File: config.mk
export PLATFORM = sky130hd
export DESIGN_NAME = accumulator_16bit
export DESIGN_NICKNAME = d
export VERILOG_FILES = /design/src/rtl/accumulator_16bit_pkg.sv /design/src/rtl/full_adder_16bit.sv /design/src/rtl/accumulator_16bit.sv
export SDC_FILE = /design/constraint.sdc
export NUM_CORES = 1
export LEC_CHECK = 0
export ABC_AREA = 1
export BUFFER_PORTS_ARGS = -buffer_cell sky130_fd_sc_hd__buf_2
export CAP_MARGIN = 40
export CORE_AREA = 2 2 72 74
export CTS_BUF_LIST = sky130_fd_sc_hd__clkbuf_4 sky130_fd_sc_hd__clkbuf_8
export CTS_CLUSTER_SIZE = 24
export DETAILED_ROUTE_END_ITERATION = 7
export DIE_AREA = 0 0 74 76
export GPL_ROUTABILITY_DRIVEN = 0
export PLACE_DENSITY = 0.64
export REMOVE_ABC_BUFFERS = 1
export SLEW_MARGIN = 20
export SYNTH_ARGS = -nofsm -noshare
export SYNTH_HDL_FRONTEND = slang
export SYNTH_SLANG_ARGS = --single-unit
File: constraint.sdc
create_clock -name clk -period 10.4 [get_ports clk]
set_input_delay 1.04 -clock clk [delete_from_list [all_inputs] [get_ports clk]]
set_output_delay 1.04 -clock clk [all_outputs]
set_load 0.05 [all_outputs]
File: src/rtl/accumulator_16bit_pkg.sv
// -----------------------------------------------------------------------------
// accumulator_16bit_pkg
// Shared definitions for the burst accumulator:
//   - state_t  : FSM state encoding (IDLE=0, ACC=1, DONE=2)
//   - WIDTH_DEF: default data/accumulator width (matches full_adder_16bit)
//   - CNT_W_DEF: default width of the burst length counter
// -----------------------------------------------------------------------------
package accumulator_16bit_pkg;

    typedef enum logic [1:0] {
        ST_IDLE = 2'd0,
        ST_ACC  = 2'd1,
        ST_DONE = 2'd2
    } state_t;

    localparam int WIDTH_DEF = 16;
    localparam int CNT_W_DEF = 8;

endpackage : accumulator_16bit_pkg

File: src/rtl/full_adder_16bit.sv
// -----------------------------------------------------------------------------
// full_adder_16bit
// Purely combinational 16-bit ripple-carry adder built from one-bit full adders.
// Ports:
//   a    in  16  operand A
//   b    in  16  operand B
//   cin  in   1  carry in
//   sum  out 16  a + b + cin, modulo 2^16
//   cout out  1  carry out of bit 15
// -----------------------------------------------------------------------------
module full_adder_16bit (
    input  logic [15:0] a,
    input  logic [15:0] b,
    input  logic        cin,
    output logic [15:0] sum,
    output logic        cout
);

    logic [16:0] w_carry;

    assign w_carry[0] = cin;

    genvar gi;
    generate
        for (gi = 0; gi < 16; gi = gi + 1) begin : g_bit
            assign sum[gi]       = a[gi] ^ b[gi] ^ w_carry[gi];
            assign w_carry[gi+1] = (a[gi] & b[gi]) | (w_carry[gi] & (a[gi] ^ b[gi]));
        end
    endgenerate

    assign cout = w_carry[16];

endmodule : full_adder_16bit

File: src/rtl/accumulator_16bit.sv
// -----------------------------------------------------------------------------
// accumulator_16bit
// Accepts a burst of `len` words over a valid/ready handshake and sums them into
// a registered accumulator, one word per cycle, using full_adder_16bit with the
// accumulator fed back as operand A. Keeps sticky carry and signed-overflow
// flags and pulses `done` for one cycle when the burst completes.
// Ports:
//   clk        in   1      clock, rising edge
//   rst        in   1      asynchronous active-high reset
//   start      in   1      begin a burst (sampled only in IDLE)
//   len        in   CNT_W  burst length, sampled with start
//   in_valid   in   1      in_data valid
//   in_ready   out  1      word accepted this cycle when in_valid is high
//   in_data    in   WIDTH  operand word
//   acc_out    out  WIDTH  accumulator register
//   carry_flag out  1      sticky OR of adder carry-out over the burst
//   ovf_flag   out  1      sticky signed overflow over the burst
//   zero_flag  out  1      acc_out == 0
//   busy       out  1      high while accumulating
//   done       out  1      one-cycle completion pulse
// -----------------------------------------------------------------------------
module accumulator_16bit
    import accumulator_16bit_pkg::*;
#(
    // The adder is fixed at 16 bits, so WIDTH must stay 16.
    parameter int WIDTH = WIDTH_DEF,
    parameter int CNT_W = CNT_W_DEF
) (
    input  logic             clk,
    input  logic             rst,
    input  logic             start,
    input  logic [CNT_W-1:0] len,
    input  logic             in_valid,
    output logic             in_ready,
    input  logic [WIDTH-1:0] in_data,
    output logic [WIDTH-1:0] acc_out,
    output logic             carry_flag,
    output logic             ovf_flag,
    output logic             zero_flag,
    output logic             busy,
    output logic             done
);

    state_t             r_state;
    state_t             state_next;
    logic [WIDTH-1:0]   r_acc;
    logic [WIDTH-1:0]   acc_next;
    logic               r_carry;
    logic               carry_next;
    logic               r_ovf;
    logic               ovf_next;
    logic [CNT_W-1:0]   r_remaining;
    logic [CNT_W-1:0]   remaining_next;

    logic [WIDTH-1:0]   w_sum;
    logic               w_cout;
    logic               w_accept;
    logic               w_ovf_step;

    full_adder_16bit u_adder (
        .a    (r_acc),
        .b    (in_data),
        .cin  (1'b0),
        .sum  (w_sum),
        .cout (w_cout)
    );

    // Ready is a pure decode of the registered state, never of in_valid.
    assign in_ready = (r_state == ST_ACC);
    assign busy     = (r_state == ST_ACC);
    assign done     = (r_state == ST_DONE);
    assign w_accept = in_valid && in_ready;

    // Signed overflow: operands share a sign that the result does not.
    assign w_ovf_step = (r_acc[WIDTH-1] == in_data[WIDTH-1]) &&
                        (w_sum[WIDTH-1] != r_acc[WIDTH-1]);

    assign acc_out    = r_acc;
    assign carry_flag = r_carry;
    assign ovf_flag   = r_ovf;
    assign zero_flag  = (r_acc == '0);

    always_comb begin
        state_next     = r_state;
        acc_next       = r_acc;
        carry_next     = r_carry;
        ovf_next       = r_ovf;
        remaining_next = r_remaining;

        case (r_state)
            ST_IDLE: begin
                if (start) begin
                    acc_next       = '0;
                    carry_next     = 1'b0;
                    ovf_next       = 1'b0;
                    remaining_next = len;
                    state_next     = (len == '0) ? ST_DONE : ST_ACC;
                end
            end
            ST_ACC: begin
                if (w_accept) begin
                    acc_next       = w_sum;
                    carry_next     = r_carry | w_cout;
                    ovf_next       = r_ovf | w_ovf_step;
                    remaining_next = r_remaining - 1'b1;
                    if (r_remaining == CNT_W'(1)) begin
                        state_next = ST_DONE;
                    end
                end
            end
            ST_DONE: begin
                state_next = ST_IDLE;
            end
            default: begin
                state_next = ST_IDLE;
            end
        endcase
    end

    always_ff @(posedge clk or posedge rst) begin
        if (rst) begin
            r_state     <= ST_IDLE;
            r_acc       <= '0;
            r_carry     <= 1'b0;
            r_ovf       <= 1'b0;
            r_remaining <= '0;
        end else begin
            r_state     <= state_next;
            r_acc       <= acc_next;
            r_carry     <= carry_next;
            r_ovf       <= ovf_next;
            r_remaining <= remaining_next;
        end
    end

endmodule : accumulator_16bit

# ---- Word level (Yosys, flattened, before mapping)
# Index checks and enable logic that the tools add are counted.
# Widths: inputs -> output; s select.
dict set report totals {
  reg_bits 28
  inputBits 28
  out_inout_bits 22
  word_cells 117
}
dict set report op_classes {
  addsub 1
  eq_ne 8
  mux 16
  bitwise_logic 79
  n_reduce_logical 8
}
# operator count
set op_table {}
lappend op_table {{$mux 16} 2}
lappend op_table {{$pmux 16 s2} 1}
lappend op_table {{$and 1x1->1} 31}
lappend op_table {{$xor 1x1->1} 31}
lappend op_table {{$or 1x1->1} 17}
lappend op_table {{$logic_not 16->1} 1}
lappend op_table {{$mux 8} 2}
lappend op_table {{$pmux 8 s2} 1}
lappend op_table {{$eq 8x1->1 const B} 1}
lappend op_table {{$logic_not 8->1} 1}
lappend op_table {{$mux 2} 4}
lappend op_table {{$sub 8x1->8 const B} 1}
lappend op_table {{$reduce_and 3->1} 2}
lappend op_table {{$ne 2x1->1 const B} 2}
lappend op_table {{$pmux 1 s2} 2}
lappend op_table {{$pmux 2 s2} 1}
lappend op_table {{$mux 1} 3}
lappend op_table {{$eq 2x1->1 const B} 1}
lappend op_table {{$eq 2x2->1 const B} 1}
lappend op_table {{$logic_and 1x1->1} 2}
lappend op_table {{$logic_not 2->1} 1}
lappend op_table {{$ne 2x2->1 const B} 1}
lappend op_table {{$reduce_bool 2->1} 1}
lappend op_table {{$eq 1x1->1} 1}
lappend op_table {{$ne 1x1->1} 1}

# ---- Depth between registers and ports, before layout
dict set report logic_depth {
  word_depth 35
  ltp_mapped 23
}

# ---- Hierarchy
# A second synthesis with hierarchy kept.
dict set report unflattened {
  cells_unflattened 231
  area_unflattened_um2 1883.1
}
# module instances cells_each area_per_inst_um2
set modules_own_cells {}
lappend modules_own_cells {accumulator_16bit 1 205 1525.2}
lappend modules_own_cells {full_adder_16bit 1 26 357.8}

# ---- Worst setup path after synthesis
# Ideal clock, no wire load.
dict set report synth_timing {
  kind {input to register}
  startpoint {in in_data[0]}
  endpoint {reg r_ovf, in the netlist ovf_flag}
  setup_ps 119
  arrival_time_ps 6973
  path_slack_ps 3309
  path_stages 23
  path_cell_list {ha_1 -> inv_1 -> fa_1 -> fa_1 -> fa_1 -> fa_1 -> fa_1 -> fa_1 -> fa_1 -> fa_1 -> fa_1 -> fa_1 -> fa_1 -> fa_1 -> inv_1 -> fa_1 -> fa_1 -> inv_1 -> fa_1 -> nor2_1 -> nor2_1 -> a31oi_2 -> nor2_2}
}
dict set report synth_via {
  elab_chain_cells 35
}
# element line
set synth_lines {}
lappend synth_lines {{start: declaration} accumulator_16bit.sv:35} ;# input logic [WIDTH-1:0] in_data,
lappend synth_lines {{$and 1x1->1 (2 in a row)} full_adder_16bit.sv:27} ;# assign w_carry[gi+1] = (a[gi] & b[gi]) | (w_carry[gi] & (a[gi] ^ b[gi]));
lappend synth_lines {{$or 1x1->1} full_adder_16bit.sv:27}
lappend synth_lines {{$and 1x1->1} full_adder_16bit.sv:27}
lappend synth_lines {{$or 1x1->1} full_adder_16bit.sv:27}
lappend synth_lines {{$and 1x1->1} full_adder_16bit.sv:27}
lappend synth_lines {{$or 1x1->1} full_adder_16bit.sv:27}
lappend synth_lines {{$and 1x1->1} full_adder_16bit.sv:27}
lappend synth_lines {{$or 1x1->1} full_adder_16bit.sv:27}
lappend synth_lines {{[... 18 more ...]} -}
lappend synth_lines {{$and 1x1->1} full_adder_16bit.sv:27}
lappend synth_lines {{$or 1x1->1} full_adder_16bit.sv:27}
lappend synth_lines {{$xor 1x1->1} full_adder_16bit.sv:26} ;# assign sum[gi] = a[gi] ^ b[gi] ^ w_carry[gi];
lappend synth_lines {{$ne 1x1->1} accumulator_16bit.sv:76} ;# (w_sum[WIDTH-1] != r_acc[WIDTH-1]);
lappend synth_lines {{$logic_and 1x1->1} accumulator_16bit.sv:75} ;# assign w_ovf_step = (r_acc[WIDTH-1] == in_data[WIDTH-1]) &&
lappend synth_lines {{$or 1x1->1} accumulator_16bit.sv:104} ;# ovf_next = r_ovf | w_ovf_step;
lappend synth_lines {{$mux 1} accumulator_16bit.sv:101} ;# if (w_accept) begin
lappend synth_lines {{$pmux 1 s2} accumulator_16bit.sv:90} ;# case (r_state)
lappend synth_lines {{end signal: assignment} accumulator_16bit.sv:131} ;# r_ovf <= ovf_next;
lappend synth_lines {{end: declaration} accumulator_16bit.sv:50} ;# logic r_ovf;
# Every way passes these cells. The select of a mux whose other input is x is not followed.
# A chain may end at the register's enable or synchronous reset.

# ---- Final worst setup path
# Same ends and word-level chain as after synthesis.

==> out/qor.txt <==
CP max FO: 3
Final Critical Period: 7110 ps
Clock latency on the worst-skew pair: 270 ps
Crit-path max cell delay: 480 ps
Pleak: 1.20 nW
Hold Violations, Final: 0
DRC viols: 0
Max cap viols: 0
Antenna Cells: 0
Post-Syn Instances: 221
Chip width: 74 um
Post-Syn Area: 0.00185 mm^2
Critical path class: in2reg
Pre-CTS WS: 2990 ps
Final slew viol count: 0
Worst hold path depth: 2
Total CTS buffers: 3
Reg clk slew, reported paths: 100 ps
Layout Nets: 317
Fmax: 141 MHz
Layout fillers: 493
Synth-to-layout area growth: 19.7%
Synth cell types: 22
Relative slew slack: 58.9%
Synth warn: 0
Final setup fails: 0
Most used cell, CP: fa_1
Area of the multi-input gates: 917 um^2
Crit-path leading delay family: adder cells
Core ar.: 0.00491 mm^2
Antenna violations before repair: 0
Placed cells: 335
Tot GR Track Use: 15.9%
Die H: 76 um
CTS Hold Bufs: 0
Hold Crit Class: reg2reg
Worst EP required: 10570 ps
Grt ovf: 0
Worst Setup Start Kind: input port
WP buf/inv: 4
Num ports: 50
Worst Setup End Kind: flip-flop
Setup fix buffers added after clock tree synthesis: 0
# clock sinks: 28
CTS tree: done
Starting Density: 37.7%
Reg2reg setup slack: 3680 ps
Post-DP HPWL: 3.17 mm
Flops & latches, synth: 28
WHS: 510 ps
Clock skew after layout: 4.29 ps
# port buffers: 49
Reg-to-Reg End: ovf_flag
CTS root buf: clkbuf_8
Fin crit share: 68.3%
Crit path capture: ovf_flag
Post-route ant nets: 0
Reg2Reg Depth: 23
Critical path's slowest cell: fa_1
Cell Chain, Critical Path: buf_2 > ha_1 > inv_1 > fa_1 > fa_1 > fa_1 > fa_1 > fa_1 > fa_1 > fa_1 > fa_1 > fa_1 > fa_1 > fa_1 > fa_1 > inv_1 > fa_1 > fa_1 > inv_1 > fa_1 > nor2_1 > nor2_1 > a31oi_2 > nor2_2
Arrival @ worst endpoint: 7280 ps
Synthesized area per cell: 8.39 um^2
Register area: 701 um^2
Wire per inst: 11.9 um
Starting DRT DRC Count: 40
Vias in the first global route: 1592
RSZ-0062 raised after global routing: no
Routed Wire Length: 4.02 mm
Die ar.: 0.00562 mm^2
Post-cts resize count: 0
First-pass GRT wire length: 7.09 mm
Pwr/cell area: 353 mW/mm^2
Max IR drop VDD: 0.209 mV
H-Tree Depth: 1
Sequential area share after synthesis: 37.8%
CP Depth: 24
Final WS setup: 3290 ps
Vias/cell: 4.59
Layout cells sized above 1: 22.7%
Final cell count without fillers: 339
Max Buffers Root-to-Sink: 2
CP Launch Point: in_data[0]
Worst r2r src: acc_out[0]
Sum Neg Setup Slack: 0 ps
Largest net degree at the start of global routing: 29
Rows: 26
Slew @ Worst Pin: 616 ps
Vias: 1556
Pre-antenna DRT Iters: 4
Status: completed
[per-stage QoR]
| step | util, % | power, mW | area, um^2 |
|---|---|---|---|
| after floorplan | - | 0.583 | 1820 |
| after global placement | 43.7 | 0.695 | 2150 |
| after detailed placement | 43.7 | 0.701 | 2150 |
| after CTS | 45.2 | 0.791 | 2220 |
| after global routing | 45.2 | 0.860 | 2220 |
| final | 45.2 | 0.783 | 2220 |
[cell type report]
class | instances | share of cell area, %
well taps | 70 | 3.95
flip-flops and latches | 28 | 31.6
clock inverters | 1 | 1.35
multi-input cells | 136 | 41.3
inverters | 52 | 8.91
repair buffers | 49 | 11.0
clock buffers | 3 | 1.86
[cells in the final DEF (no fill, tap or decap), drive strengths merged, types with 2 or more instances in the layout]
master / netlist / layout
nand2: 41 / 41
clkbuf: 0 / 3
dfrtp: 28 / 28
nor2: 26 / 26
fa: 15 / 15
inv: 52 / 52
a21oi: 4 / 4
nand3: 15 / 15
nand4: 2 / 2
ha: 4 / 4
o21ai: 12 / 12
buf: 5 / 49
o22ai: 14 / 14
[worst min path at each step]
stage              startpoint  slack [ps]              to
2_1_floorplan  r_remaining[7]         460  r_remaining[7]
3_3_place_gp       carry_flag         480      carry_flag
3_5_place_dp         ovf_flag         490        ovf_flag
4_1_cts              ovf_flag         520        ovf_flag
5_1_grt              ovf_flag         550        ovf_flag
6_report           carry_flag         510      carry_flag
[sequential cells by signal, indices dropped and copies added, names as in the netlist]
signal       count
carry_flag       1
r_state          2
r_remaining      8
acc_out         16
ovf_flag         1
[Yosys cell counts]
| library cell | number | area (um^2) |
|---|---|---|
| nand2_1 | 39 | 146 |
| o21ai_0 | 12 | 60.1 |
| inv_1 | 50 | 188 |
| dfrtp_1 | 28 | 701 |
| fa_1 | 15 | 300 |
| nand2_4 | 2 | 22.5 |
| ha_1 | 4 | 50.1 |
| buf_6 | 1 | 11.3 |
| inv_2 | 1 | 3.75 |
| nor4_1 | 1 | 6.26 |
| nor2_8 | 1 | 20.0 |
| o22ai_1 | 14 | 87.6 |
| nor2_2 | 1 | 6.26 |
| buf_4 | 3 | 22.5 |
| nand4_1 | 2 | 12.5 |
| a21oi_1 | 4 | 20.0 |
| buf_2 | 1 | 5.00 |
| o211ai_1 | 1 | 7.51 |
| a31oi_2 | 1 | 12.5 |
| nor2_1 | 24 | 90.1 |
| nand3_1 | 15 | 75.1 |
| inv_4 | 1 | 6.26 |
[kinds of logic after synthesis]
group | after synthesis | synth area share (%)
and+or+nand+nor | 85 | 20.4
buffers and inverters | 57 | 12.8
AOI/OAI and AO/OA | 32 | 10.1
DFF | 28 | 37.8
adders and majority gates | 19 | 18.9
[routing by layer]
layer | part of all wire, % | up-vias | global-route usage, %
li1 | - | 779 | -
met1 | 46 | 747 | 21.6
met2 | 51 | 28 | 27.1
met3 | 2.8 | 2 | 1.59
met4 | 0.37 | 0 | 3.27
met5 | 0 | - | 0
[power breakdown]
part | switching (mW) | internal, mW
clock | 0.0360 | 0.0515
sequential | 0.0438 | 0.163
combinational | 0.344 | 0.145
[worst min-delay path, stage by stage, from the launching register on]
cell	delay, ps
dfrtp_1	350
nor2_1	50
nor2_1	80
No activity file was read; power rests on OpenSTA's default activity.
